==> src/rtl/fifo_duth_mp.sv <==
// fifo_duth_mp: multi-port circular FIFO accepting 0..PUSH_W and releasing 0..POP_W entries per cycle.
// Illegal requests are dropped whole and flagged by one-cycle registered error pulses.
module fifo_duth_mp #(
   parameter int DW = 16,
   parameter int DEPTH = 8,
   parameter int PUSH_W = 2,
   parameter int POP_W = 2,
   parameter int AF_LVL = DEPTH - 2,
   localparam int CW = $clog2(DEPTH + 1),
   localparam int PNW = $clog2(PUSH_W + 1),
   localparam int QNW = $clog2(POP_W + 1),
   localparam int PW = (DEPTH > 1) ? $clog2(DEPTH) : 1
) (
   input  logic                   clk,
   input  logic                   rst,
   input  logic                   flush,
   input  logic [PUSH_W*DW-1:0]   push_data,
   input  logic [PNW-1:0]         push_num,
   output logic [CW-1:0]          free_slots,
   output logic [POP_W*DW-1:0]    pop_data,
   output logic [POP_W-1:0]       pop_valid,
   input  logic [QNW-1:0]         pop_num,
   output logic [CW-1:0]          count,
   output logic                   empty,
   output logic                   almost_full,
   output logic                   push_err,
   output logic                   pop_err
);
   typedef logic [CW:0] sum_t;
   logic [DW-1:0] mem_q [DEPTH];
   logic [PW-1:0] wr_q, wr_d, rd_q, rd_d;
   logic [CW-1:0] cnt_q, cnt_d;
   logic push_err_q, push_err_d, pop_err_q, pop_err_d;
   sum_t pn, qn, cnt_x, free_x;
   logic push_bad, pop_bad;

   // Pointer plus offset is always below 2*DEPTH, so one conditional subtract is a full modulo.
   function automatic logic [PW-1:0] wrap(input sum_t s);
      return PW'(s >= sum_t'(DEPTH) ? s - sum_t'(DEPTH) : s);
   endfunction

   assign pn = sum_t'(push_num);
   assign qn = sum_t'(pop_num);
   assign cnt_x = sum_t'(cnt_q);
   assign free_x = sum_t'(DEPTH) - cnt_x;
   assign push_bad = pn > free_x;
   assign pop_bad = qn > cnt_x;

   always_comb begin
      wr_d = flush ? '0 : push_bad ? wr_q : wrap(sum_t'(wr_q) + pn);
      rd_d = flush ? '0 : pop_bad ? rd_q : wrap(sum_t'(rd_q) + qn);
      cnt_d = flush ? '0 : CW'(cnt_x + (push_bad ? sum_t'(0) : pn) - (pop_bad ? sum_t'(0) : qn));
      push_err_d = !flush && push_bad;
      pop_err_d = !flush && pop_bad;
   end

   always_ff @(posedge clk) begin
      if (rst) begin
         wr_q <= '0;
         rd_q <= '0;
         cnt_q <= '0;
         push_err_q <= 1'b0;
         pop_err_q <= 1'b0;
      end else begin
         wr_q <= wr_d;
         rd_q <= rd_d;
         cnt_q <= cnt_d;
         push_err_q <= push_err_d;
         pop_err_q <= pop_err_d;
      end
   end

   always_ff @(posedge clk) begin
      if (!rst && !flush && !push_bad)
         for (int k = 0; k < PUSH_W; k++)
            if (sum_t'(k) < pn) mem_q[wrap(sum_t'(wr_q) + sum_t'(k))] <= push_data[k*DW +: DW];
   end

   for (genvar j = 0; j < POP_W; j++) begin : g_pop
      assign pop_data[j*DW +: DW] = mem_q[wrap(sum_t'(rd_q) + sum_t'(j))];
      assign pop_valid[j] = sum_t'(j) < cnt_x;
   end

   assign count = cnt_q;
   assign free_slots = CW'(free_x);
   assign empty = cnt_q == '0;
   assign almost_full = cnt_x >= sum_t'(AF_LVL);
   assign push_err = push_err_q;
   assign pop_err = pop_err_q;
endmodule

==> config.mk <==
export PLATFORM = sky130hd
export DESIGN_NAME = fifo_duth_mp
export DESIGN_NICKNAME = d
export VERILOG_FILES = /design/src/rtl/fifo_duth_mp.sv
export SDC_FILE = /design/constraint.sdc
export NUM_CORES = 1
export LEC_CHECK = 0
export ABC_CLOCK_PERIOD_IN_PS = 6850
export BUFFER_PORTS_ARGS = -buffer_cell sky130_fd_sc_hd__buf_4
export CAP_MARGIN = 20
export CORE_AREA = 4 4 154 156
export CTS_BUF_LIST = sky130_fd_sc_hd__clkbuf_16
export CTS_CLUSTER_DIAMETER = 200
export DETAILED_ROUTE_END_ITERATION = 8
export DIE_AREA = 0 0 158 160
export GPL_TIMING_DRIVEN = 1
export PLACE_DENSITY = 0.65
export SLEW_MARGIN = 40
export SYNTH_ARGS = -nofsm -noshare
export SYNTH_HDL_FRONTEND = slang
export SYNTH_SLANG_ARGS = --single-unit
==> constraint.sdc <==
create_clock -name clk -period 6.85 [get_ports clk]
set_clock_uncertainty 0.05 [all_clocks]
set_input_delay 0.685 -clock clk [delete_from_list [all_inputs] [get_ports clk]]
set_output_delay 0.685 -clock clk [all_outputs]
set_load 0.005 [all_outputs]
; Word level (Yosys, flattened, before mapping)
; Memories as Yosys holds them, arrays and structs flattened.
; Index checks and enable logic that the tools add are counted.
[word_totals]
register_bits = 12
mem_bits_rw = 128
input_bits = 39
out_inout_bits = 46
elab_cells = 55
memories = 1
[op_classes]
add_sub_neg = 13
order_cmp = 13
mux = 14
n_reduce_logical = 9
[mem_list]
columns = memory, words, word_bits, rd, rd_clocked_by_memory_dff, write_ports, line
row1 = mem_q, 8, 16, 2, 0, 2, 30  ; logic [DW-1:0] mem_q [DEPTH];
[ops]
columns = operator, count
row1 = 2-to-1 mux 3 bit, 6
row2 = "subtractor 3 x 1 -> 3 bit, second input constant", 6
row3 = "greater-or-equal comparator 4 bit, second input constant", 4
row4 = "adder 3 x 1 -> 4 bit, second input constant", 2
row5 = adder 3 x 2 -> 4 bit, 2
row6 = "greater-or-equal comparator 3 x 4 -> 1 bit, second input constant", 2
row7 = "less-than comparator 1 x 4 -> 1 bit, first input constant", 2
row8 = 2-to-1 mux 1 bit, 6
row9 = greater-than comparator 2 x 5 -> 1 bit, 1
row10 = "subtractor 4 x 4 -> 5 bit, first input constant", 1
row11 = adder 4 x 2 -> 4 bit, 1
row12 = "greater-or-equal comparator 4 x 3 -> 1 bit, second input constant", 1
row13 = greater-than comparator 2 x 4 -> 1 bit, 1
row14 = logical AND 1 bit, 4
row15 = zero test 4 bit, 1
row16 = "less-than comparator 1 x 2 -> 1 bit, first input constant", 2
row17 = 2-to-1 mux 2 bit, 2
row18 = subtractor 4 x 2 -> 4 bit, 1
row19 = zero test 1 bit, 3
row20 = OR reduction 2 bit, 1

; Depth between registers and ports, before layout
; Gate-level depths: netlist of the first run.
[depth]
word_depth = 6
depth_mapped = 15
depth_no_buf = 15

; Worst setup path after synthesis of the first run
; Ideal clock, no wire load.
[synth_timing]
kind = register -> register
from = register cnt_q[0] (netlist: count[0])
to = memory mem_q[2][0], enable pin
setup_time_ns = 0.436
arrival_ns = 3.623
required_time_ns = 6.364
setup_slack_ns = 2.741
stages_incl_launch_ff = 10
path_buffers = 1
synth_period_minus_slack_ns = 4.109
path_cell_list = dfxtp_1 > inv_1 > ha_1 > inv_1 > ha_1 > nor2b_1 > o2111ai_2 > buf_6 > nor2_1 > o41ai_1
[synth_rtl]
columns = element, line
row1 = start: declaration, 32  ; logic [CW-1:0] cnt_q, cnt_d;
row2 = start signal: assignment, 67  ; cnt_q <= cnt_d;
row3 = end: declaration, 30

; Worst setup path after layout of the first run
[layout_timing]
from = register rd_q[0]
to = output port pop_data[20]
[layout_via]
elab_chain_cells = 4
elab_cells_between_ends = 5
cone_classes = add/sub: 2 / order compare: 1 / mux: 1 / memory: 1
[layout_lines]
columns = element, line
row1 = start: declaration, 31  ; logic [PW-1:0] wr_q, wr_d, rd_q, rd_d;
row2 = start signal: assignment, 66  ; rd_q <= rd_d;
row3 = adder 3 x 1 -> 4 bit *, 80  ; assign pop_data[j*DW +: DW] = mem_q[wrap(sum_t'(rd_q) + sum_t'(j))];
row4 = greater-or-equal comparator 4 bit or subtractor 3 x 1 -> 3 bit (tied branches), 39  ; return PW'(s >= sum_t'(DEPTH) ? s - sum_t'(DEPTH) : s);
row5 = 2-to-1 mux 3 bit *, 39
row6 = memory read (8 x 16 bit) *, -
row7 = end: declaration, 20  ; output logic [POP_W*DW-1:0] pop_data,
; Mark *: on every way between the ends. The rest lies on a longest branch, timed or not.

==> flow_summary.json, run 1 <==
{
  "fin_hold_ws_ns": 0.490,
  "ys_types": 49,
  "cts_buffer_depth": 2,
  "antenna_found_initial": 2,
  "firstDrtPassIters": 4,
  "p_per_area_mw_per_mm2": 299,
  "routed_via_density": 5.76,
  "outcome": "complete, no violations",
  "async_flop_share": 0,
  "syn_nets": 589,
  "fin_crit_ns": 3.86,
  "relSlewSlack": 0.437,
  "wl_per_cell_um": 24.2,
  "root_buffer": "clkbuf_16",
  "grt_overflow": 0,
  "vias": 5278,
  "fin_setup_tns_ns": 0,
  "synth_seq_cells": 143,
  "die_y_um": 160,
  "syn2layout_area_growth_pct": 17.7,
  "synth_area_per_cell_um2": 16.6,
  "critPathLaunchType": "register",
  "p_leak_nw": 3.78,
  "tightest_slew_ns": 0.840,
  "wirelength_um": 22200,
  "synth_compound_area_frac": 0.0368,
  "syn-instance-count": 530,
  "cap_violations": 0,
  "muxShareOfSynthArea": 0.392,
  "synth_xor_area_frac": 0.00497,
  "path_max_fanout": 35,
  "ir_worst_vdd_mv": 0.222,
  "grt_first_pass_wirelength_um": 34200,
  "die_w_um": 158,
  "wl_met1_um": 9230,
  "num_io_pins": 85,
  "grt_pass1_vias": 5586,
  "place_hpwl_um": 14800,
  "rsz0062_at_grt": "false",
  "synth_top_family_by_area": "multiplexers",
  "drt_iter0_markers": 334,
  "synth_adder_area_share": 0.0318,
  "grt_max_degree": 36,
  "cts.reportedPaths.clkPinSlew_ns": 0.07,
  "yosys.area_share.simple": 0.0311,
  "cp_data_arrival_time_ns": 3.12,
  "cts_made_buffers": 17,
  "ant_nets": 0,
  "drive_gt1_frac": 0.602,
  "ys.flop_type": "edfxtp_1",
  "die_area_mm2": 0.0253,
  "dr_wl_met3_um": 1140,
  "finalHoldViolCount": 0,
  "crit_required_ns": 6.11,
  "post_cts_buffers": 0,
  "routed-wl-met2_um": 11500,
  "post_cts_resized": 0,
  "portBuffers": 84,
  "pre_cts_ws_ns": 3.16,
  "core_area_mm2": 0.0224,
  "cts_tree": "built",
  "min_path_type": "reg2reg",
  "grt_use_total": 0.181,
  "fin_crit_sh": 0.563,
  "fin_ws_ns": 2.99,
  "fin_nets": 676,
  "slew_viol_final": 0,
  "start_util": 0.394,
  "critPathKind": "reg2out",
  "gp_congestion": 0.882,
  "syn-cell-area_mm2": 0.00881,
  "topRoutingLayerUsed": "met4",
  "drc": 0,
  "cts_hold_buffers": 0,
  "h-tree-depth": 4,
  "ys_warn_count": 0,
  "cts_sinks": 143,
  "rows": 55,
  "utilization": 0.463,
  "fmax_mhz": 259,
  "setup_violations": 0,
  "synth_edf_count": 128,
  "clk_latency_ns": 0.43,
  "total_power_mw": 3.10,
  "end_kind": "output pin",
  "seq_area_frac_synth": 0.471
}
through the flow:
step,instance area [um^2],cells
final,10400,917
after global routing,10400,917
after CTS,10300,914
after detailed placement,9770,882
after global placement,9710,879
after floorplan,8810,530
placed cells by master, fill, tap and decap left out, types with 4 or more instances in the layout:
cell type  instances
mux2_2           109
a21oi_1            5
o21ai_0            4
o21ai_4            6
clkbuf_16         17
mux4_2            64
edfxtp_1         128
inv_6              4
o21ai_1            5
ha_1              15
fa_1               4
inv_1             20
nand2_1           12
mux2_4            51
dfxtp_1           13
nor2_1            12
buf_4             97
flip-flops by register name (all words and copies together), names as in the netlist, named ones only:
signal	flops
push_err	1
mem_q	128
rd_q	3
wr_q	3
count	4
pop_err	1
cells by family (layout without fill, tap and decap cells):
| group | count (synthesis) | after routing |
|---|---|---|
| fa+ha+maj | 20 | 20 |
| flops | 143 | 143 |
| other cells | 0 | 2 |
| simple gates | 48 | 48 |
| xor+xnor | 5 | 5 |
| compound gates | 36 | 36 |
| mux | 226 | 226 |
| buf+inv | 52 | 152 |
worst paths after layout:
check	start	slack, ns	depth (start not counted)	end
worst max-delay path	rd_q[0]	2.99	6	pop_data[20]
worst min register to register	rd_q[2]	0.49	2	register
worst max register to register	count[0]	3.13	9	mem_q[0][6]
worst min-delay path	rd_q[2]	0.49	2	register
cell usage after synthesis, drive strengths merged, types with 5 or more instances:
cell type,n,area share
ha,16,0.023
buf,20,0.018
inv,19,0.0081
nor3,5,0.0040
o21ai,15,0.016
a21oi,5,0.0028
clkbuf,13,0.0060
dfxtp,15,0.034
mux2,160,0.23
edfxtp,128,0.44
nand2,12,0.0051
nor2,12,0.0051
mux4,64,0.16
per-layer routing:
| layer | global-route usage | up-vias |
|---|---|---|
| met5 | 0 | - |
| met4 | 0.0442 | 0 |
| met3 | 0.0363 | 21 |
| met2 | 0.303 | 191 |
| met1 | 0.241 | 2741 |
| li1 | - | 2325 |
power breakdown:
group / switching (mW) / total, mW / leakage [nW] / internal [mW]
Clock: 0.380 / 0.883 / 0.275 / 0.503
Sequential: 0.0472 / 1.07 / 1.28 / 1.02
Combinational: 0.554 / 1.14 / 2.22 / 0.591
Total: 0.981 / 3.10 / 3.78 / 2.12
cell type report:
type                            count  area (um^2)
Fill cell                        1906        12000
Antenna cell                        2         5.00
Timing Repair Buffer              101          797
Sequential cell                   143         4150
Clock buffer                       17          425
Tap cell                          285          357
Multi-Input combinational cell    335         4430
Clock inverter                     15          135
Inverter                           19         71.3
critical path, stage by stage (launching register included):
cell and delay (ns):
dfxtp_1 0.31, buf_4 0.49, ha_2 0.28, buf_4 0.55, mux4_2 0.61, mux2_2 0.28
buf_4 0.13
(Power assumes the default switching activity.)
==> inputs of run 2 (changes only) <==
--- a/config.mk
+++ b/config.mk
@@ -5,7 +5,7 @@
 export SDC_FILE = /design/constraint.sdc
 export NUM_CORES = 1
 export LEC_CHECK = 0
-export ABC_CLOCK_PERIOD_IN_PS = 6850
+export ABC_CLOCK_PERIOD_IN_PS = 3600
 export BUFFER_PORTS_ARGS = -buffer_cell sky130_fd_sc_hd__buf_4
 export CAP_MARGIN = 20
 export CORE_AREA = 4 4 154 156
==> constraint.sdc (replaced) <==
create_clock -name clk -period 3.6 [get_ports clk]
set_clock_uncertainty 0.05 [all_clocks]
set_input_delay 0.36 -clock clk [delete_from_list [all_inputs] [get_ports clk]]
set_output_delay 0.36 -clock clk [all_outputs]
set_load 0.005 [all_outputs]
==> run 2 against run 1 <==
Worst setup slack lost 2.7 ns. Utilization grew 0.56 points. First-iteration DRC count grew 7.5%. Global-route usage is essentially flat. Final area grew 1.2%. Critical path depth grew 9. Routed wire length grew 0.14%. Hold slack lost 0.24 ns. Clock power grew 89%. Clock-buffer cell count grew 2. Sequential share of layout area shrank 0.49 points. Critical path type is now reg2reg. Critical endpoint is now count[3]. Largest cell class unchanged.
==> flow_summary.json, run 2 (synthesis gave the netlist of run 1 again) <==
{
  "grt_overflow": 0,
  "post_cts_resized": 0,
  "stdcell_area_mm2": 0.0105,
  "wl_per_cell_um": 23.9,
  "p_leak_nw": 3.88,
  "largest-register": "mem_q",
  "portBuffers": 84,
  "num_io_pins": 85,
  "placed_area_mm2": 0.00993,
  "routed_via_density": 5.62,
  "slew_viol_final": 0,
  "final_cell_mix": "128 x edfxtp_1, 110 x buf_4, 109 x mux2_2",
  "outcome": "complete, no violations",
  "dr_wl_met3_um": 1280,
  "drt_iter0_markers": 359,
  "cts.reportedPaths.clkPinSlew_ns": 0.06,
  "largest_reg_flops": 128,
  "cts_hold_buffers": 0,
  "antenna_found_initial": 0,
  "die_y_um": 160,
  "ant_nets": 0,
  "relSlewSlack": 0.484,
  "grt_use_total": 0.180,
  "wl_met1_um": 9130,
  "setup_violations": 0,
  "drc": 0,
  "die_area_mm2": 0.0253,
  "topRoutingLayerUsed": "met4",
  "fin_cells": 930,
  "tightest_slew_ns": 0.769,
  "fin_crit_sh": 0.922,
  "place_hpwl_um": 14600,
  "p_per_area_mw_per_mm2": 560,
  "firstDrtPassIters": 5,
  "timing.rr.start": "count[1]",
  "wirelength_um": 22200,
  "critPathLaunchType": "register",
  "routed-wl-met2_um": 11500,
  "antennaDiodeCount": 0,
  "path_max_fanout": 5,
  "cap_violations": 0,
  "post_cts_buffers": 0,
  "n_fill_cell": 1900,
  "cts_tree": "built",
  "cp_cell_sequence": "inv_1, ha_1, inv_1, ha_1, nor2b_1, o2111a_1, nand2_1, nand2_1, fa_1, inv_1, ha_1, a21o_1, a21oi_1, xnor2_1, nor2_1",
  "vias": 5231,
  "fin_crit_ns": 3.32,
  "hp-start": "push_data[11]",
  "end_kind": "register",
  "final_common_cell": "edfxtp_1",
  "fmax_mhz": 301,
  "syn2layout_area_growth_pct": 19.1,
  "root_buffer": "clkbuf_16",
  "grt_pass1_vias": 5783,
  "min_path_type": "in2reg",
  "drive_gt1_frac": 0.609,
  "startpoint": "count[1]",
  "clk_latency_ns": 0.42,
  "total_power_mw": 5.87,
  "gp_congestion": 0.789,
  "cts_sinks": 143,
  "h-tree-depth": 4,
  "ir_worst_vdd_mv": 0.400,
  "cts_buffer_depth": 2,
  "critPathMaxStageDelay_ns": 0.47,
  "crit_required_ns": 3.86,
  "finalHoldViolCount": 0,
  "slowest_stage": "fa_1",
  "cp_data_arrival_time_ns": 3.58,
  "critPathKind": "reg2reg",
  "grt_first_pass_wirelength_um": 34400,
  "cts_made_buffers": 17,
  "fin_hold_ws_ns": 0.253,
  "core_area_mm2": 0.0224,
  "start_util": 0.394,
  "rsz0062_at_grt": "false",
  "fin_nets": 691,
  "grt_max_degree": 35,
  "dp_cells": 898,
  "die_w_um": 158,
  "rows": 55
}
run 2: worst max-delay path, delay by kind of cell (launching register included):
kind | cells | cell delay [ns]
AND/OR/NAND/NOR | 4 | 0.44
buffers and inverters | 3 | 0.25
XOR/XNOR | 1 | 0.13
AO/OA/AOI/OAI | 3 | 0.62
flip-flops | 1 | 0.37
adder cells (fa/ha/maj) | 4 | 1.36
run 2: final cells by class:
cell class                      count  area [um^2]  area share
Clock inverter                     13         87.6     0.00835
Tap cell                          285          357      0.0340
Inverter                           19         71.3     0.00680
Clock buffer                       19          475      0.0453
Timing Repair Buffer              116          946      0.0902
Multi-Input combinational cell    335         4410       0.420
Sequential cell                   143         4150       0.395
run 2: routing by layer:
layer	GRT usage	vias up
li1	-	2341
met1	0.236	2723
met2	0.308	145
met3	0.0336	22
met4	0.0485	0
met5	0	-
run 2: final timing paths:
check / cells past startpoint / end / slack [ns]
setup / recovery: 15 / count[3] / 0.28
hold / removal: 2 / mem_q[1][11] / 0.25
setup reg to reg: 15 / count[3] / 0.28
hold reg to reg: 2 / rd_q[1] / 0.50
run 2: through the flow:
step	utilization	TNS (ns)	setup WS [ns]
2_1_floorplan	-	-16.28	-0.509
5_1_grt	0.469	0	0.0394
3_3_place_gp	0.444	0	0.328
4_1_cts	0.469	0	0.268
6_report	0.469	0	0.279
3_5_place_dp	0.444	0	0.288
run 2: power breakdown:
part	switching, mW	internal (mW)	leakage (nW)	total (mW)
logic	1.01	1.15	2.31	2.16
clock network	0.703	0.963	0.291	1.67
registers	0.102	1.94	1.28	2.04
total	1.81	4.06	3.88	5.87
